## src/rtl/ddv_mon_pkg.sv

```systemverilog
// Shared types, constants and helpers for the CPU commit tracer.
package ddv_mon_pkg;

  localparam int unsigned RD_W     = 5;
  localparam int unsigned DATA_W   = 32;
  localparam int unsigned REC_TS_W = 32;

  localparam logic [1:0] FWD_NONE = 2'b00;

  typedef struct packed {
    logic [RD_W-1:0]     rd;
    logic [DATA_W-1:0]   wdata;
    logic [REC_TS_W-1:0] ts;
  } trace_rec_t;

  // Saturating add of a 0..2 increment to a counter of the given width (<= 64).
  function automatic logic [63:0] sat_inc(input logic [63:0] value,
                                          input logic [1:0]  inc,
                                          input int unsigned width);
    logic [64:0] sum;
    logic [64:0] max;
    max = (width >= 64) ? {1'b0, {64{1'b1}}} : ((65'd1 << width) - 65'd1);
    sum = {1'b0, value} + {63'd0, inc};
    if (sum > max) begin
      sum = max;
    end
    return sum[63:0];
  endfunction

endpackage

```

## src/rtl/cpu_commit_tracer_if.sv

```systemverilog
// Trace record valid/ready stream from the tracer to a logger or checker.
interface cpu_commit_tracer_if #(
  parameter int unsigned TS_W = 32
) ();

  logic            trc_valid;
  logic            trc_ready;
  logic [4:0]      trc_rd;
  logic [31:0]     trc_wdata;
  logic [TS_W-1:0] trc_ts;

  modport master (output trc_valid, trc_rd, trc_wdata, trc_ts, input trc_ready);
  modport slave  (input trc_valid, trc_rd, trc_wdata, trc_ts, output trc_ready);

endinterface

```

## src/rtl/trace_fifo.sv

```systemverilog
// Synchronous FIFO with extra-MSB pointers; head is zero while empty.
module trace_fifo
  import ddv_mon_pkg::*;
#(
  parameter int unsigned DEPTH = 16,
  parameter type         T     = trace_rec_t
) (
  input  logic                   clk,
  input  logic                   rst_n,
  input  logic                   clr,
  input  logic                   push,
  input  logic                   pop,
  input  T                       wdata,
  output T                       rdata,
  output logic                   full,
  output logic                   empty,
  output logic [$clog2(DEPTH):0] level
);

  localparam int unsigned AW = $clog2(DEPTH);
  localparam int unsigned PW = AW + 1;

  T              mem [DEPTH];
  logic [PW-1:0] wr_ptr;
  logic [PW-1:0] rd_ptr;
  logic          do_push;
  logic          do_pop;

  assign empty   = (wr_ptr == rd_ptr);
  assign full    = (wr_ptr[AW] != rd_ptr[AW]) && (wr_ptr[AW-1:0] == rd_ptr[AW-1:0]);
  assign level   = wr_ptr - rd_ptr;
  assign do_pop  = pop && !empty;
  // A push at full is only taken when the head leaves in the same cycle.
  assign do_push = push && (!full || do_pop);

  always_ff @(posedge clk or negedge rst_n) begin
    if (!rst_n) begin
      wr_ptr <= '0;
      rd_ptr <= '0;
    end else if (clr) begin
      wr_ptr <= '0;
      rd_ptr <= '0;
    end else begin
      if (do_push) wr_ptr <= wr_ptr + PW'(1);
      if (do_pop)  rd_ptr <= rd_ptr + PW'(1);
    end
  end

  always_ff @(posedge clk) begin
    if (do_push && !clr) begin
      mem[wr_ptr[AW-1:0]] <= wdata;
    end
  end

  always_comb begin
    rdata = '0;
    if (!empty) begin
      rdata = mem[rd_ptr[AW-1:0]];
    end
  end

endmodule

```

## src/rtl/cpu_commit_tracer.sv

```systemverilog
// Passive commit tracer: timestamps retiring writes into a trace FIFO and
// keeps saturating event counters; never back-pressures the CPU.
module cpu_commit_tracer
  import ddv_mon_pkg::*;
#(
  parameter int unsigned DEPTH     = 16,
  parameter int unsigned CNT_W     = 32,
  parameter int unsigned TS_W      = 32,
  parameter bit          FILTER_X0 = 1'b1
) (
  input  logic                   clk,
  input  logic                   rst_n,
  input  logic                   en,
  input  logic                   clr,
  input  logic                   commit_valid,
  input  logic [4:0]             commit_rd,
  input  logic [31:0]            commit_wdata,
  input  logic [1:0]             mon_forwardA,
  input  logic [1:0]             mon_forwardB,
  input  logic                   mon_stall,
  input  logic                   mon_branch_taken,
  input  logic [31:0]            mon_pc,
  cpu_commit_tracer_if.master    trc,
  output logic [CNT_W-1:0]       cycle_cnt,
  output logic [CNT_W-1:0]       commit_cnt,
  output logic [CNT_W-1:0]       stall_cnt,
  output logic [CNT_W-1:0]       branch_cnt,
  output logic [CNT_W-1:0]       fwd_cnt,
  output logic [CNT_W-1:0]       drop_cnt,
  output logic                   overflow,
  output logic [$clog2(DEPTH):0] fifo_level
);

  logic [TS_W-1:0]  ts;
  logic [TS_W-1:0]  ts_nxt;
  logic [CNT_W-1:0] cycle_nxt;
  logic [CNT_W-1:0] commit_nxt;
  logic [CNT_W-1:0] stall_nxt;
  logic [CNT_W-1:0] branch_nxt;
  logic [CNT_W-1:0] fwd_nxt;
  logic [CNT_W-1:0] drop_nxt;
  logic             ovf_nxt;
  logic             push_req;
  logic             drop;
  logic             full;
  logic             empty;
  logic [1:0]       fwd_inc;
  trace_rec_t       wr_rec;
  trace_rec_t       rd_rec;

  // mon_pc is reserved for future stall records; folded into an unused sink.
  logic unused_pc;
  assign unused_pc = ^mon_pc;

  assign push_req = en && commit_valid && !(FILTER_X0 && (commit_rd == 5'd0));
  // Full implies non-empty, so the head pops exactly when the consumer is ready.
  assign drop     = push_req && full && !trc.trc_ready;
  assign fwd_inc  = 2'({1'b0, mon_forwardA != FWD_NONE} + {1'b0, mon_forwardB != FWD_NONE});

  assign wr_rec.rd    = commit_rd;
  assign wr_rec.wdata = commit_wdata;
  assign wr_rec.ts    = REC_TS_W'(ts);

  trace_fifo #(
    .DEPTH (DEPTH),
    .T     (trace_rec_t)
  ) u_fifo (
    .clk   (clk),
    .rst_n (rst_n),
    .clr   (clr),
    .push  (push_req),
    .pop   (trc.trc_ready),
    .wdata (wr_rec),
    .rdata (rd_rec),
    .full  (full),
    .empty (empty),
    .level (fifo_level)
  );

  assign trc.trc_valid = !empty;
  assign trc.trc_rd    = rd_rec.rd;
  assign trc.trc_wdata = rd_rec.wdata;
  assign trc.trc_ts    = TS_W'(rd_rec.ts);

  // Next-state for timestamp and counters; cycle_cnt ignores en.
  always_comb begin
    ts_nxt     = ts + TS_W'(1);
    cycle_nxt  = CNT_W'(sat_inc(64'(cycle_cnt), 2'd1, CNT_W));
    commit_nxt = commit_cnt;
    stall_nxt  = stall_cnt;
    branch_nxt = branch_cnt;
    fwd_nxt    = fwd_cnt;
    drop_nxt   = drop_cnt;
    ovf_nxt    = overflow;
    if (en) begin
      commit_nxt = CNT_W'(sat_inc(64'(commit_cnt), {1'b0, commit_valid}, CNT_W));
      stall_nxt  = CNT_W'(sat_inc(64'(stall_cnt), {1'b0, mon_stall}, CNT_W));
      branch_nxt = CNT_W'(sat_inc(64'(branch_cnt), {1'b0, mon_branch_taken}, CNT_W));
      fwd_nxt    = CNT_W'(sat_inc(64'(fwd_cnt), fwd_inc, CNT_W));
    end
    if (drop) begin
      drop_nxt = CNT_W'(sat_inc(64'(drop_cnt), 2'd1, CNT_W));
      ovf_nxt  = 1'b1;
    end
  end

  always_ff @(posedge clk or negedge rst_n) begin
    if (!rst_n) begin
      ts         <= '0;
      cycle_cnt  <= '0;
      commit_cnt <= '0;
      stall_cnt  <= '0;
      branch_cnt <= '0;
      fwd_cnt    <= '0;
      drop_cnt   <= '0;
      overflow   <= 1'b0;
    end else if (clr) begin
      ts         <= '0;
      cycle_cnt  <= '0;
      commit_cnt <= '0;
      stall_cnt  <= '0;
      branch_cnt <= '0;
      fwd_cnt    <= '0;
      drop_cnt   <= '0;
      overflow   <= 1'b0;
    end else begin
      ts         <= ts_nxt;
      cycle_cnt  <= cycle_nxt;
      commit_cnt <= commit_nxt;
      stall_cnt  <= stall_nxt;
      branch_cnt <= branch_nxt;
      fwd_cnt    <= fwd_nxt;
      drop_cnt   <= drop_nxt;
      overflow   <= ovf_nxt;
    end
  end

endmodule

```

## src/flat_wrapper.sv

```systemverilog
// flat-port wrapper written by rule: the top's interface ports become plain ports
module cpu_commit_tracer_flat import ddv_mon_pkg::*;
#(
  parameter int unsigned DEPTH     = 16,
  parameter int unsigned CNT_W     = 32,
  parameter int unsigned TS_W      = 32,
  parameter bit          FILTER_X0 = 1'b1
)
  (clk, rst_n, en, clr, commit_valid, commit_rd, commit_wdata, mon_forwardA, mon_forwardB, mon_stall, mon_branch_taken, mon_pc, cycle_cnt, commit_cnt, stall_cnt, branch_cnt, fwd_cnt, drop_cnt, overflow, fifo_level, trc_trc_valid, trc_trc_rd, trc_trc_wdata, trc_trc_ts, trc_trc_ready);
  cpu_commit_tracer_if #(.TS_W(TS_W)) trc_i ();
  input  logic clk;
  input  logic rst_n;
  input  logic en;
  input  logic clr;
  input  logic commit_valid;
  input  logic [4:0] commit_rd;
  input  logic [31:0] commit_wdata;
  input  logic [1:0] mon_forwardA;
  input  logic [1:0] mon_forwardB;
  input  logic mon_stall;
  input  logic mon_branch_taken;
  input  logic [31:0] mon_pc;
  output logic [CNT_W-1:0] cycle_cnt;
  output logic [CNT_W-1:0] commit_cnt;
  output logic [CNT_W-1:0] stall_cnt;
  output logic [CNT_W-1:0] branch_cnt;
  output logic [CNT_W-1:0] fwd_cnt;
  output logic [CNT_W-1:0] drop_cnt;
  output logic overflow;
  output logic [$clog2(DEPTH):0] fifo_level;
  output wire logic [$bits(trc_i.trc_valid)-1:0] trc_trc_valid;
  output wire logic [$bits(trc_i.trc_rd)-1:0] trc_trc_rd;
  output wire logic [$bits(trc_i.trc_wdata)-1:0] trc_trc_wdata;
  output wire logic [$bits(trc_i.trc_ts)-1:0] trc_trc_ts;
  input wire logic [$bits(trc_i.trc_ready)-1:0] trc_trc_ready;
  assign trc_trc_valid = trc_i.trc_valid;
  assign trc_trc_rd = trc_i.trc_rd;
  assign trc_trc_wdata = trc_i.trc_wdata;
  assign trc_trc_ts = trc_i.trc_ts;
  assign trc_i.trc_ready = trc_trc_ready;
  cpu_commit_tracer #(.DEPTH(DEPTH), .CNT_W(CNT_W), .TS_W(TS_W), .FILTER_X0(FILTER_X0)) u_core (.clk(clk), .rst_n(rst_n), .en(en), .clr(clr), .commit_valid(commit_valid), .commit_rd(commit_rd), .commit_wdata(commit_wdata), .mon_forwardA(mon_forwardA), .mon_forwardB(mon_forwardB), .mon_stall(mon_stall), .mon_branch_taken(mon_branch_taken), .mon_pc(mon_pc), .trc(trc_i), .cycle_cnt(cycle_cnt), .commit_cnt(commit_cnt), .stall_cnt(stall_cnt), .branch_cnt(branch_cnt), .fwd_cnt(fwd_cnt), .drop_cnt(drop_cnt), .overflow(overflow), .fifo_level(fifo_level));
endmodule
```

## config.mk

```make
export PLATFORM = sky130hd
export DESIGN_NAME = cpu_commit_tracer_flat
export DESIGN_NICKNAME = d
export VERILOG_FILES = /design/src/rtl/ddv_mon_pkg.sv /design/src/rtl/cpu_commit_tracer_if.sv /design/src/rtl/trace_fifo.sv /design/src/rtl/cpu_commit_tracer.sv /design/src/flat_wrapper.sv
export SDC_FILE = /design/constraint.sdc
export NUM_CORES = 1
export LEC_CHECK = 0
export ABC_AREA = 1
export CAP_MARGIN = 25
export CORE_ASPECT_RATIO = 0.6
export CORE_MARGIN = 1
export CORE_UTILIZATION = 25
export CTS_CLUSTER_SIZE = 28
export DETAILED_ROUTE_END_ITERATION = 6
export GPL_ROUTABILITY_DRIVEN = 1
export PLACE_DENSITY = 0.44
export SYNTH_ARGS = -nofsm -noshare
export SYNTH_HDL_FRONTEND = slang
export SYNTH_HIERARCHICAL = 1
export SYNTH_SLANG_ARGS = --single-unit
```

## constraint.sdc

```tcl
create_clock -name clk -period 5.7 [get_ports clk]
set_input_delay 1.14 -clock clk [delete_from_list [all_inputs] [get_ports clk]]
set_output_delay 1.14 -clock clk [all_outputs]
set_load 0.02 [all_outputs]
```

* Word level (Yosys, flattened, before mapping) *
Memories as Yosys holds them, arrays and structs flattened.
Index checks and enable logic that the tools add are counted.

storage, ports and cells
  memories = 1
  bits of input ports = 81
  memory bits (read-only) = 0
  latch bits = 0
  bits in writable memories = 1,104
  register bits after elaboration = 235
  word-level logic and storage cells = 79
  output and inout bits = 268

memories
  name               words  bits a word  read ports  clocked after memory_dff  wr ports  line              text
  u_core.u_fifo.mem  16     69           1           0                         1         trace_fifo.sv:23  T mem [DEPTH];

cells by class
  reductions and logical operators = 21
  multiply operators = 0
  shift-type cells = 0
  magnitude comparators = 6
  eq/ne operators = 3
  add/subtract/negate cells = 11
  div/mod/pow operators = 0
  multiplexer cells = 27
  bitwise operators = 0

operator list
  kind                     number
  $mux W32                 18
  $gt A33 B32 Y1 const B   6
  $add A32 B1 Y33          3
  $mux W69                 1
  $add A32 B1 Y33 const B  2
  $add A32 B2 Y33          1
  $add A32 B1 Y32 const B  1
  $mux W5                  4
  $reduce_bool A2 Y1       6
  $add A5 B1 Y5 const B    2
  $logic_and A1 B1 Y1      8
  $eq A5 B5 Y1             1
  $logic_not A1 Y1         5
  $logic_not A5 Y1         1
  $sub A5 B5 Y5            1
  $eq A4 B4 Y1             1
  $mux W1                  4
  $add A1 B1 Y2            1
  $logic_or A1 B1 Y1       1
  $ne A1 B1 Y1             1

* Logic depth before layout (Yosys ltp) *
  depth after elaboration = 8
  gate-level depth with buffers = 17
  gate-level depth less buffers = 16

* Cells and area by module *
The synthesis kept the hierarchy.

modules (own cells, without submodules)
  module             sequential area each (µm²)  instances  area an instance (µm²)  cells an instance
  trace_fifo         33,402.0                    1          48,151.2                4,709
  cpu_commit_tracer  5,630.4                     1          14,594.0                2,095

* Least setup slack after synthesis *
Ideal clock, no wire load.

  path type = reg2reg
  from = reg u_core.u_fifo.rd_ptr[1]
  to = mem u_core/u_fifo/mem[10][0] in the netlist's numbering (enable)
  data arrival time = 4.841 ns
  library setup time = 0.498 ns
  buffers on the path = 4
  stages on the path, launching flop included = 14
  data required time = 5.202 ns
  path slack = 0.361 ns
  clock period less this slack = 5.339 ns
  path through = dfrtp_1 > buf_2 > clkinv_2 > buf_4 > buf_2 > ha_1 > nand4_1 > nor2_2 > nand2_1 > nand2_2 > nor2_2 > inv_2 > buf_6 > nor2_1

between the ends
  longest elaborated chain between the ends = 8
  elaborated cells between the ends (all ways) = 11
  those cells by class = eq/ne: 2; mux: 2; reduce/logical: 7

ends and longest elaborated chain
  element                        line                     text
  from (decl)                    trace_fifo.sv:25         logic [PW-1:0] rd_ptr;
  from (signal assigned)         trace_fifo.sv:45         if (do_pop) rd_ptr <= rd_ptr + PW'(1);
  $eq A4 B4 Y1                   trace_fifo.sv:30         assign full = (wr_ptr[AW] != rd_ptr[AW]) && (wr_ptr[AW-1:0] == rd_ptr[AW-1:0]);
  $logic_and A1 B1 Y1            trace_fifo.sv:30
  via u_core.full                cpu_commit_tracer.sv:45  logic full;
  $logic_not A1 Y1               trace_fifo.sv:34         assign do_push = push && (!full || do_pop);
  $logic_or A1 B1 Y1             trace_fifo.sv:34
  $logic_and A1 B1 Y1            trace_fifo.sv:34
  $logic_and A1 B1 Y1            trace_fifo.sv:50         if (do_push && !clr) begin
  $mux W1                        trace_fifo.sv:50
  $mux W1 (implied by the code)  trace_fifo.sv:51         mem[wr_ptr[AW-1:0]] <= wdata;
  to (decl)                      trace_fifo.sv:23

The timed path passes the listed nets, and every way through them passes these cells.

* Final worst setup path *
  from = reg u_core.u_fifo.rd_ptr[1]
  to = out trc_trc_wdata[3]

between the ends
  longest elaborated chain between the ends = 2
  elaborated cells between the ends (all ways) = 3
  those cells by class = eq/ne: 1; mux: 1; memory: 1

ends and longest elaborated chain
  element           line                     text
  $eq A5 B5 Y1      trace_fifo.sv:29         assign empty = (wr_ptr == rd_ptr);
  via u_core.empty  cpu_commit_tracer.sv:46  logic empty;
  $mux W69          trace_fifo.sv:57         if (!empty) begin
  to (decl)         flat_wrapper.sv:33       output wire logic [$bits(trc_i.trc_wdata)-1:0] trc_trc_wdata;

The timed path passes the listed nets, and every way through them passes these cells.

==> impl_results.md <==
- Status: completed
- Clk sink count: 1339
- Worst slew pin tran: 1.126 ns
- Max-cap violations: 0
- Residual DRC: 0
- Post-detailed-route count of antenna-violating nets: 0
- Top post-synthesis cells by area: edfxtp_1 (53%), nand2_1 (15%), dfrtp_1 (9.4%)
- CTS-repair resized insts: 3
- Core box area: 249600 um^2
- Top post-synthesis cells by count: nand2_1 (2461), edfxtp_1 (1104), inv_1 (1049)
- Worst-path clk slew: 0.06 ns
- Worst Path Max Fanout: 77
- CTS tree: done
- Final nets: 7196
- Max H-tree Level: 4
- Clock latency on the worst-skew pair: 0.81 ns
- Pre-CTS setup slack: 0.8203 ns
- Clk buf depth: 4
- Post-synth cell types: 44
- Yosys top cell by area: edfxtp_1
- Starting DRC count in detailed routing: about 3800
- Setup Buffers After CTS: 0
- EDFF count, synth: about 1100
- Top-count cell post-synth: nand2_1
- GPL Wtd Cong: about 0.9
- Worst Setup SP: u_core/u_fifo/rd_ptr[1]$_DFFE_PN0P_
- Worst setup endpoint: trc_trc_wdata[3]
- Routed vias: 45763
- Largest net degree at the start of global routing: 173
- Final Slew Violations: 0
- Root Buffer: clkbuf_16
- Final clock skew: 0.04756 ns
- CTS Buf Count: 153
- DP HPWL: around 110 mm
- Critical path type: reg2out
- Hold-fix buffers, CTS: 0
- Relative slew slack: 24.93%
- Die width: 648.8 um
- Grt ovf: 0
- Register area share after synthesis: between 60% and 70%
- Die height: 390.1 um
- Ys Warns: 6
- Die area: approximately 250000 um^2
- IO Pins: 349
- Hold Violations, Final: 0
- Top_reg_cell synth: edfxtp_1
- Initial antenna violation count: 5
- Area delta synth->final: 18.95%
- Mapped cell area: approximately 63000 um^2
- Synth Area per Inst: 9.222 um^2
- Reg2Reg Depth: 10
- Total power: between 0.02 and 0.025 W
- Worst Path Required: 4.56 ns
- Setup WS post-layout: 0.2727 ns
- # setup viols final: 0
- Share of cells above drive strength 1: ~6%
- Total track usage: 14.95%
- First-pass GRT wire length: 288.4 mm
- Initial core utilization: between 20 and 30%
- DR vias/cell: 4.351
- Async SR Flop Fraction: 17.55%
- Worst hold path class: in2async
- R2R Path Start: u_core/u_fifo/rd_ptr[1]$_DFFE_PN0P_
- Drt wl/cell: 18.40 um
- Final wirelength: slightly below 200 mm
- Peak VDD IR: 0.0001932 V
- Final Cycle Share: 95.22%
- PortBufs: 316
- Synth Net Count: 6909
- RSZ-0062 raised after global routing: no
- CP Data Arrival Time: 4.29 ns
- Power Density: 299.9 nW/um^2
- Fmax: 184.3 MHz
- Vias in the first global route: around 43000
- #FFs+latches synth: 1339
- Startpoint type of the worst setup path: flop
- Rows: approximately 140
- Reg2Reg Setup Slack: 1.79 ns
- Pleak: 31.35 nW
- CP Capture Type: output pin
- Synth top area share: 52.84%
- Crit path time final: 5.427 ns
- DRT Pass-1 Iters: 6
- Setup TNS: 0 ns
- Final hold slack: between 0.3 and 0.4 ns
- Post-Synthesis Cells: 6804
- Crit Reg-Reg Endpoint: u_core/u_fifo/mem[1][33]$_DFFE_PP_
-- worst min-delay path by stage --
stage                                                      to  slack (ns)  depth (start not counted)
after floorplan           u_core/u_fifo/wr_ptr[0]$_DFFE_PN0P_        0.55                          2
after global placement       u_core/branch_cnt[0]$_DFFE_PN0P_        0.50                          2
after detailed placement     u_core/branch_cnt[0]$_DFFE_PN0P_        0.50                          2
after CTS                     u_core/stall_cnt[0]$_DFFE_PN0P_        0.32                          1
after global routing          u_core/stall_cnt[0]$_DFFE_PN0P_        0.33                          1
final                         u_core/stall_cnt[0]$_DFFE_PN0P_        0.32                          1
-- metrics by stage --
stage,util (%),cells,cell area (um^2)
3_3_place_gp,28.01,10246,69920
2_1_floorplan,-,6804,62750
3_5_place_dp,28.02,10247,69930
4_1_cts,29.89,10515,74620
6_report,29.90,10519,74640
5_1_grt,29.90,10519,74640
-- state kept, by name, summed over array words and instances (netlist names) --
name                  flops
u_core/overflow           1
u_core/cycle_cnt         32
u_core/u_fifo/rd_ptr      5
u_core/ts                32
u_core/commit_cnt        32
u_core/stall_cnt         32
u_core/drop_cnt          32
u_core/u_fifo/wr_ptr      5
u_core/u_fifo/mem      1104
u_core/branch_cnt        32
u_core/fwd_cnt           32
-- logic make-up (layout without fill, tap and decap cells) --
group	after synthesis	count (layout)	synth area share (%)
AND/OR/NAND/NOR	3632	3632	24.14
adder cells (fa/ha/maj)	24	24	0.5025
XOR/XNOR	113	113	1.589
AO/OA/AOI/OAI	350	350	2.971
flip-flops	1339	1339	62.21
other	0	3	0
buffers and inverters	1346	1746	8.591
-- layout make-up --
class	instances	area, um^2
antenna	3	7.507
sequential	1339	39040
inverter	1057	3996
tap	3312	4144
clock buffer	206	4190
timing repair buffer	421	4285
fill	25774	175000
multi-input combinational	4119	18480
clock inverter	62	485.5
-- critical path, cell delays in order (launching register included) --
cell and delay [ns]:
dfrtp_4 0.73, clkinv_8 0.47, ha_1 0.48, nand4_1 0.22, nor2_4 0.34, buf_4 0.26, buf_4 0.26, a21oi_1 0.12
clkdlybuf4s50_1 0.56
-- placed cells by master, fill, tap and decap left out, types with 7 or more instances in the layout --
master,synthesis,final
nor4_1,22,22
nor3_1,87,87
nand4_1,56,56
o21ai_0,158,158
o22ai_1,29,29
nand2_1,2461,2461
buf_4,12,84
inv_6,0,7
inv_1,1049,1048
a21oi_1,134,131
a21o_1,11,11
edfxtp_1,1104,1104
dfrtp_1,235,232
xnor2_1,10,10
nand3_2,25,25
nor2_2,16,16
clkbuf_1,82,39
xor2_1,102,102
nand3_1,688,688
ha_1,22,22
clkinv_1,1,22
nor2_4,6,26
clkdlybuf4s50_1,0,304
nor2_1,243,223
clkinv_2,1,23
clkbuf_8,0,12
clkbuf_16,0,155
buf_12,0,28
or2_2,8,8
-- metal layers --
metal | up-vias | routed length (um) | global-route usage [%] | part of all wire (%)
met4 | 0 | 4385 | 3.683 | 2.3
met5 | - | 0 | 0 | 0
li1 | 22401 | - | - | -
met3 | 231 | 9775 | 2.250 | 5.1
met1 | 22043 | 98740 | 23.06 | 51
met2 | 1088 | 80660 | 21.62 | 42
-- report_power, final --
part | total [W] | internal, W | switching, W
logic | 0.00223 | 0.000670 | 0.00156
clock network | 0.00951 | 0.00543 | 0.00408
registers | 0.0106 | 0.0106 | 0.0000578
Power figures use the tool's default switching activity.
